===== src/rtl/io_port_if.sv =====
// Device-side pin bundle of the I/O port controller: output port with
// strobe/ack handshake and input port with valid/ready handshake.
interface io_port_if #(
  parameter int DATA_WIDTH = 16
);
  logic [DATA_WIDTH-1:0] port_out;
  logic                  port_out_strobe;
  logic                  port_out_ack;
  logic [DATA_WIDTH-1:0] port_in;
  logic                  port_in_valid;
  logic                  port_in_ready;

  modport master (
    output port_out,
    output port_out_strobe,
    output port_in_ready,
    input  port_out_ack,
    input  port_in,
    input  port_in_valid
  );

  modport slave (
    input  port_out,
    input  port_out_strobe,
    input  port_in_ready,
    output port_out_ack,
    output port_in,
    output port_in_valid
  );
endinterface


===== src/rtl/io_port_controller.sv =====
// Sequences IN/OUT instructions onto the external port pins, stalling the
// pipeline for each transaction and bounding every wait with a timeout.
module io_port_controller #(
  parameter int DATA_WIDTH     = 16,
  parameter int TIMEOUT_CYCLES = 16
) (
  input  logic                  i_clk,
  input  logic                  i_reset,
  input  logic                  i_in_req,
  input  logic                  i_out_req,
  input  logic [DATA_WIDTH-1:0] i_out_data,
  output logic [DATA_WIDTH-1:0] o_in_data,
  output logic                  o_in_valid,
  output logic                  o_stall,
  output logic                  o_timeout,
  io_port_if.master             port
);

  localparam int CNT_W = $clog2(TIMEOUT_CYCLES + 1);
  localparam logic [CNT_W-1:0] CNT_LAST = CNT_W'(TIMEOUT_CYCLES - 1);

  typedef enum logic [1:0] {
    ST_IDLE     = 2'd0,
    ST_OUT_WAIT = 2'd1,
    ST_IN_WAIT  = 2'd2,
    ST_DONE     = 2'd3
  } state_t;

  state_t                state_q, state_d;
  logic                  pend_in_q, pend_in_d;
  logic [CNT_W-1:0]      cnt_q, cnt_d;
  logic [DATA_WIDTH-1:0] port_out_q, port_out_d;
  logic [DATA_WIDTH-1:0] in_data_q, in_data_d;
  logic                  in_valid_q, in_valid_d;
  logic                  timeout_q, timeout_d;
  logic                  cnt_last_s;

  assign cnt_last_s = (cnt_q == CNT_LAST);

  always_comb begin
    state_d    = state_q;
    pend_in_d  = pend_in_q;
    cnt_d      = cnt_q;
    port_out_d = port_out_q;
    in_data_d  = in_data_q;
    in_valid_d = 1'b0;
    timeout_d  = 1'b0;
    case (state_q)
      ST_IDLE: begin
        if (i_out_req) begin
          port_out_d = i_out_data;
          pend_in_d  = i_in_req;
          cnt_d      = '0;
          state_d    = ST_OUT_WAIT;
        end else if (i_in_req) begin
          cnt_d   = '0;
          state_d = ST_IN_WAIT;
        end else begin
          state_d = ST_IDLE;
        end
      end
      // An ack on the last allowed cycle still counts as a normal completion.
      ST_OUT_WAIT: begin
        if (port.port_out_ack || cnt_last_s) begin
          timeout_d = ~port.port_out_ack;
          cnt_d     = '0;
          state_d   = pend_in_q ? ST_IN_WAIT : ST_DONE;
        end else begin
          cnt_d = cnt_q + CNT_W'(1);
        end
      end
      ST_IN_WAIT: begin
        if (port.port_in_valid) begin
          in_data_d  = port.port_in;
          in_valid_d = 1'b1;
          state_d    = ST_DONE;
        end else if (cnt_last_s) begin
          in_data_d  = '0;
          in_valid_d = 1'b1;
          timeout_d  = 1'b1;
          state_d    = ST_DONE;
        end else begin
          cnt_d = cnt_q + CNT_W'(1);
        end
      end
      // Requests are ignored here so the departing instruction is not re-run.
      ST_DONE: begin
        pend_in_d = 1'b0;
        state_d   = ST_IDLE;
      end
      default: begin
        state_d = ST_IDLE;
      end
    endcase
  end

  always_ff @(posedge i_clk) begin
    if (i_reset) begin
      state_q    <= ST_IDLE;
      pend_in_q  <= 1'b0;
      cnt_q      <= '0;
      port_out_q <= '0;
      in_data_q  <= '0;
      in_valid_q <= 1'b0;
      timeout_q  <= 1'b0;
    end else begin
      state_q    <= state_d;
      pend_in_q  <= pend_in_d;
      cnt_q      <= cnt_d;
      port_out_q <= port_out_d;
      in_data_q  <= in_data_d;
      in_valid_q <= in_valid_d;
      timeout_q  <= timeout_d;
    end
  end

  assign o_stall = ~i_reset &
                   ((state_q == ST_OUT_WAIT) || (state_q == ST_IN_WAIT) ||
                    ((state_q == ST_IDLE) && (i_in_req || i_out_req)));

  assign o_in_data            = in_data_q;
  assign o_in_valid           = in_valid_q;
  assign o_timeout            = timeout_q;
  assign port.port_out        = port_out_q;
  assign port.port_out_strobe = (state_q == ST_OUT_WAIT);
  assign port.port_in_ready   = (state_q == ST_IN_WAIT);

endmodule


===== src/flat_wrapper.sv =====
// flat-port wrapper written by rule: the top's interface ports become plain ports
module io_port_controller_flat 
#(
  parameter int DATA_WIDTH     = 16,
  parameter int TIMEOUT_CYCLES = 16
)
  (i_clk, i_reset, i_in_req, i_out_req, i_out_data, o_in_data, o_in_valid, o_stall, o_timeout, port_port_out, port_port_out_strobe, port_port_in_ready, port_port_out_ack, port_port_in, port_port_in_valid);
  io_port_if #(.DATA_WIDTH(DATA_WIDTH)) port_i ();
  input  logic i_clk;
  input  logic i_reset;
  input  logic i_in_req;
  input  logic i_out_req;
  input  logic [DATA_WIDTH-1:0] i_out_data;
  output logic [DATA_WIDTH-1:0] o_in_data;
  output logic o_in_valid;
  output logic o_stall;
  output logic o_timeout;
  output wire logic [$bits(port_i.port_out)-1:0] port_port_out;
  output wire logic [$bits(port_i.port_out_strobe)-1:0] port_port_out_strobe;
  output wire logic [$bits(port_i.port_in_ready)-1:0] port_port_in_ready;
  input wire logic [$bits(port_i.port_out_ack)-1:0] port_port_out_ack;
  input wire logic [$bits(port_i.port_in)-1:0] port_port_in;
  input wire logic [$bits(port_i.port_in_valid)-1:0] port_port_in_valid;
  assign port_port_out = port_i.port_out;
  assign port_port_out_strobe = port_i.port_out_strobe;
  assign port_port_in_ready = port_i.port_in_ready;
  assign port_i.port_out_ack = port_port_out_ack;
  assign port_i.port_in = port_port_in;
  assign port_i.port_in_valid = port_port_in_valid;
  io_port_controller #(.DATA_WIDTH(DATA_WIDTH), .TIMEOUT_CYCLES(TIMEOUT_CYCLES)) u_core (.i_clk(i_clk), .i_reset(i_reset), .i_in_req(i_in_req), .i_out_req(i_out_req), .i_out_data(i_out_data), .o_in_data(o_in_data), .o_in_valid(o_in_valid), .o_stall(o_stall), .o_timeout(o_timeout), .port(port_i));
endmodule

===== config.mk =====
export PLATFORM = sky130hd
export DESIGN_NAME = io_port_controller_flat
export DESIGN_NICKNAME = d
export VERILOG_FILES = /design/src/rtl/io_port_if.sv /design/src/rtl/io_port_controller.sv /design/src/flat_wrapper.sv
export SDC_FILE = /design/constraint.sdc
export NUM_CORES = 1
export LEC_CHECK = 0
export ABC_AREA = 1
export CORE_MARGIN = 1
export CORE_UTILIZATION = 47
export CTS_BUF_LIST = sky130_fd_sc_hd__clkbuf_8
export DETAILED_ROUTE_END_ITERATION = 8
export PLACE_DENSITY = 0.9
export SLEW_MARGIN = 30
export SYNTH_ARGS = -nofsm -noshare
export SYNTH_HDL_FRONTEND = slang
export SYNTH_SLANG_ARGS = --single-unit

===== constraint.sdc =====
create_clock -name i_clk -period 2.9 [get_ports i_clk]
set_input_delay 0.435 -clock i_clk [delete_from_list [all_inputs] [get_ports i_clk]]
set_output_delay 0.435 -clock i_clk [all_outputs]
set_load 0.02 [all_outputs]

; ---- Word level (Yosys, flattened, before mapping)
; Cells that the tools add are included.
[word_totals]
regBits = 42
latchBits = 0
ramBits = 0
mem_bits_ro = 0
inputBits = 38
output_inout_bits = 37
elab_cells = 59
memories = 0
[classes]
addsub = 1
n_mul = 0
div_mod_pow = 0
n_lt_le_gt_ge = 0
eq_ne = 10
shifts = 0
mux = 22
bitwise = 4
n_reduce_logical = 15
[op_table]
columns = operator, n
row1 = $mux W16, 2
row2 = $mux W5, 5
row3 = $pmux W5 S3, 1
row4 = $mux W2, 5
row5 = $pmux W2 S4, 1
row6 = $reduce_and A2 Y1, 4
row7 = $mux W1, 6
row8 = $ne A2 B2 Y1 const B, 3
row9 = $add A5 B1 Y5 const B, 1
row10 = $eq A5 B4 Y1 const B, 1
row11 = $eq A2 B2 Y1 const B, 2
row12 = $logic_or A1 B1 Y1, 4
row13 = $pmux W1 S2, 2
row14 = $reduce_and A4 Y1, 1
row15 = $reduce_bool A2 Y1, 2
row16 = $ne A3 B1 Y1 const B, 1
row17 = $ne A3 B3 Y1 const B, 1
row18 = $not A1 Y1, 3
row19 = $reduce_bool A3 Y1, 1
row20 = $eq A2 B1 Y1 const B, 1
row21 = $logic_not A2 Y1, 1
row22 = $ne A2 B1 Y1 const B, 1
row23 = $reduce_or A2 Y1, 1
row24 = $and A1 B1 Y1, 1
row25 = $logic_and A1 B1 Y1, 1

; ---- Depth between registers and ports, before layout
[logic_depth]
ltp_word = 4
depth_mapped = 11
mapped_depth_nobuf = 11

; ---- Least setup slack after synthesis
; OpenSTA, ideal clock, no wires.
[synth_path]
path_kind = reg-to-reg
startpoint = register u_core.cnt_q[0]
endpoint = register u_core.cnt_q[2]
t_arrival_ps = 1413
t_required_ps = 2836
slack_ps = 1423
path_stages_with_launch = 12
n_path_buf = 0
cell_sequence = dfxtp_1 ha_1 nand2_1 nor2_1 ha_1 nand2_1 nand3_2 nor2_4 nand2_1 nand2_1 nand2_1 nor2_1
[synth_via]
elab_chain_len = 4
[synth_rtl]
columns = item, line_no
row1 = start: declaration, io_port_controller.sv:31  ; logic [CNT_W-1:0] cnt_q, cnt_d;
row2 = start signal: assignment, io_port_controller.sv:109  ; cnt_q <= cnt_d;
row3 = $add A5 B1 Y5 or $eq A5 B4 Y1 (tied branches), "io_port_controller.sv:69, io_port_controller.sv:83, io_port_controller.sv:38"
row4 = $mux W5 or $logic_or A1 B1 Y1 (tied branches), "io_port_controller.sv:77, io_port_controller.sv:64"
row5 = "$mux W5, on equally long branches", "io_port_controller.sv:73, io_port_controller.sv:64"
row6 = $pmux W5 S3, io_port_controller.sv:48  ; case (state_q)
; Several ways; a longest one is shown, not always the timed one. The select of a mux whose other input is x is not followed.
; A chain may end at the register's enable or synchronous reset.

; ---- Worst setup path after layout
[layout_path]
startpoint = register u_core.state_q[1]
endpoint = output o_stall
[layout_via]
elab_chain_len = 4
[layout_rtl]
columns = item, line_no
row1 = start: declaration, io_port_controller.sv:29  ; state_t state_q, state_d;
row2 = start signal: assignment, io_port_controller.sv:107  ; state_q <= state_d;
row3 = $eq A2 B1 Y1 (tied with other cells), io_port_controller.sv:118  ; ((state_q == ST_OUT_WAIT) || (state_q == ST_IN_WAIT) ||
row4 = $logic_or A1 B1 Y1 or $logic_and A1 B1 Y1 (tied branches), "io_port_controller.sv:118, io_port_controller.sv:119"
row5 = $logic_or A1 B1 Y1 *, io_port_controller.sv:118
row6 = $and A1 B1 Y1 *, io_port_controller.sv:117  ; assign o_stall = ~i_reset &
row7 = end: declaration, flat_wrapper.sv:16  ; output logic o_stall;
; Every way passes the cells marked *; elsewhere a longest branch is shown, timed or not.

==> flow_summary.json <==
{
  "hold_buffers": 0,
  "cts.root.buffer_cell": "sky130_fd_sc_hd__clkbuf_8",
  "die_height_um": 63.57,
  "syn_nets": 277,
  "synthDominantAreaCellType": "sky130_fd_sc_hd__dfxtp_1",
  "max_clock_freq_mhz": 430.8,
  "wl_per_cell_um": 12.76,
  "pwr_density_cell_nw_per_um2": 797.1,
  "grt.met1_usage_pct": 27.37,
  "worst_setup_path_startpoint": "u_core.state_q[1]$_SDFFE_PP0P_",
  "nets": 350,
  "synth_cell_type_count": 24,
  "core_region_area_um2": 3661,
  "cts_inserted_buffers": 5,
  "worstMarginPinSlew_ns": 0.7029,
  "synthesis.yosys.warnings": 0,
  "clock_period_minus_final_worst_setup_slack_ns": 2.321,
  "share_comb_of_total_power_pct": 43.1,
  "timing.final.ws_setup_ns": 0.5788,
  "critPathCaptureType": "primary output",
  "drt_iter0_markers": 118,
  "rr_startpoint": "u_core.cnt_q[0]$_SDFFE_PP0P_",
  "sw_frac_of_total_pct": 36.43,
  "synth_most_common_cell": "sky130_fd_sc_hd__dfxtp_1",
  "htree_num_levels": 2,
  "syn_area_um2": 1782,
  "worst_clock_skew_ns": 0.008124,
  "arrival_ns": 1.89,
  "io_buffers": 74,
  "post_route_cells_drive_above_1_share_pct": 7.213,
  "dieArea_um2": 4041,
  "timing.max_slew.rel_slack_pct": 52.99,
  "pin_count": 75,
  "area_of_the_multi_input_gates_um2": 785.8,
  "grt_util_met3_pct": 6.522,
  "cell_depth_of_the_worst_flop_to_flop_path": 9,
  "worst_hold_startpoint": "u_core.o_in_data[8]$_SDFFE_PP0P_",
  "reg2reg_setup_slack_ns": 1.19,
  "seq_area_frac_synth_pct": 47.19,
  "grtUsageTotal_pct": 24.36,
  "synth_edf_count": 0,
  "synth.top_cell.area_share_pct": 47.19,
  "grt_start_max_net_pins": 23,
  "post_synth.cell_area_avg_um2": 7.680,
  "hold_path_class": "register to register",
  "finalWirelength_mm": 4.503,
  "floorplan.die.width_um": 63.57,
  "gr-usage-met2_pct": 41.76,
  "clock-sinks": 42,
  "top_flip_flop_cell_by_instance_count_after_synthesis": "sky130_fd_sc_hd__dfxtp_1",
  "cts.reportedPaths.clkPinSlew_ns": 0.07,
  "num_antenna_cells": 0,
  "crit_fanout": 5,
  "status": "complete, no violations",
  "rsz0062_at_grt": "no",
  "share_clk_of_total_power_pct": 21.4,
  "regArea_um2": 840.8,
  "cts.repair.resized": 0,
  "nFillCells": 300,
  "clk_latency_ns": 0.28,
  "leak_pwr_nw": 1.042,
  "internal_power_mw": 1.341,
  "period_share_pct": 80.04,
  "route.detailed.drc": 0,
  "detail_route.vias_per_cell": 5.031,
  "postCtsSetupRepairBufs": 0,
  "final-max-slew-violation-count": 0,
  "postLayoutCoreUtil_pct": 72.28,
  "final_hold_viol_count": 0,
  "detailroute.via_count": 1776,
  "grt_pass1_vias": 1764,
  "clock_tree_from_tritoncts": "yes",
  "synthCells": 232,
  "max_cap_violations": 0,
  "p_total_mw": 2.109,
  "setup_viol": 0,
  "placement.setup.worst_slack_ns": 0.5856,
  "ys_seq_elements": 42,
  "finalSetupTns_ns": 0,
  "net-switching-power_uw": 768.6,
  "cp_data_required_time_ns": 2.47,
  "sequential_power_share_pct": 35.5,
  "grt.overflow.total": 0,
  "area.growth.synth_to_final_pct": 48.53,
  "starting_density_of_the_core_pct": 48.67,
  "maximum_vdd_ir_drop_uv": 492.2,
  "cts_buffer_depth": 2,
  "hold_path_depth": 2,
  "global_route.peak_usage_layer": "met2",
  "top_cells_by_area_in_the_synthesized_netlist": "sky130_fd_sc_hd__dfxtp_1 (47%), sky130_fd_sc_hd__nor2_1 (8.0%), sky130_fd_sc_hd__nand2_1 (7.4%)",
  "detail_route.first_pass.iterations": 4,
  "hpwlAfterDp_mm": 3.215,
  "rows": 22,
  "wire_length_of_the_first_global_routing_pass_mm": 7.665,
  "start_kind": "register",
  "synth_async_sr_flop_share_pct": 0,
  "synth.top_cells.by_count": "sky130_fd_sc_hd__dfxtp_1 (42), sky130_fd_sc_hd__nor2_1 (38), sky130_fd_sc_hd__nand2_1 (35)",
  "grt_antenna_before_repair": 0,
  "timing_worst_setup_path_type": "register to primary output",
  "place.gp.congestion": 0.8976,
  "antenna_left": 0
}
## registers in the layout (all words and copies together), names as in the netlist
register	count
u_core.o_in_data	16
u_core.o_in_valid	1
u_core.o_timeout	1
u_core.pend_in_q	1
u_core.cnt_q	5
u_core.port.port_out	16
u_core.state_q	2
## final cells by class
| class | count | share of cell area [%] |
|---|---|---|
| Sequential cell | 42 | 31.77 |
| Timing Repair Buffer | 77 | 28.84 |
| Inverter | 22 | 3.168 |
| Clock inverter | 1 | 1.135 |
| Tap cell | 48 | 2.270 |
| Clock buffer | 6 | 3.121 |
| Multi-Input combinational cell | 157 | 29.69 |
## path summary, 6_finish.rpt
path	end
worst min-delay path	u_core.o_in_data[8]$_SDFFE_PP0P_
worst max register to register	u_core.state_q[1]$_SDFFE_PP0P_
worst max-delay path	o_stall
worst min register to register	u_core.o_in_data[8]$_SDFFE_PP0P_
## through the flow
step / cell area [um2] / hold WS (ns) / cells
floorplan: 1782 / 0.4436 / 232
global placement: 2534 / 0.4484 / 346
detailed placement: 2534 / 0.4522 / 346
CTS: 2646 / 0.4637 / 353
global route: 2646 / 0.4768 / 353
finish: 2646 / 0.4617 / 353
## routing by layer
layer / share of wire [%] / vias up
li1: - / 895
met1: 42 / 812
met4: 2.8 / 0
met2: 51 / 54
met5: 0 / -
met3: 4.5 / 15
## cell usage in the layout (no fill, tap or decap), types with 2 or more instances in the layout
master	n
sky130_fd_sc_hd__a21oi_1	24
sky130_fd_sc_hd__buf_4	3
sky130_fd_sc_hd__clkbuf_8	6
sky130_fd_sc_hd__clkdlybuf4s50_1	74
sky130_fd_sc_hd__dfxtp_1	42
sky130_fd_sc_hd__ha_1	7
sky130_fd_sc_hd__inv_1	17
sky130_fd_sc_hd__inv_2	4
sky130_fd_sc_hd__nand2_1	35
sky130_fd_sc_hd__nand2_2	2
sky130_fd_sc_hd__nand3_1	21
sky130_fd_sc_hd__nand4_1	2
sky130_fd_sc_hd__nor2_1	38
sky130_fd_sc_hd__o211ai_1	2
sky130_fd_sc_hd__o21ai_0	18
sky130_fd_sc_hd__o21ai_1	2
## power groups by stage
stage	Clock (mW)	Sequential (mW)	Combinational (mW)
after floorplan	0	0.867	0.461
after global placement	0	0.756	0.890
after detailed placement	0	0.762	0.907
after CTS	0.467	0.749	0.912
after global routing	0.491	0.764	0.997
final	0.451	0.749	0.909
## cells by family after synthesis
family / share of synthesized area [%]
simple gates: 24.23
buf+inv: 8.707
compound gates: 14.96
fa+ha+maj: 4.916
flops: 47.19
## critical path: stages (launching register included)
cell	delay, ns
sky130_fd_sc_hd__dfxtp_1	0.33
sky130_fd_sc_hd__inv_1	0.11
sky130_fd_sc_hd__ha_1	0.26
sky130_fd_sc_hd__inv_1	0.08
sky130_fd_sc_hd__a21oi_1	0.11
sky130_fd_sc_hd__o21ai_0	0.08
sky130_fd_sc_hd__inv_1	0.05
sky130_fd_sc_hd__clkdlybuf4s50_1	0.59
No activity file was read; power rests on OpenSTA's default activity.
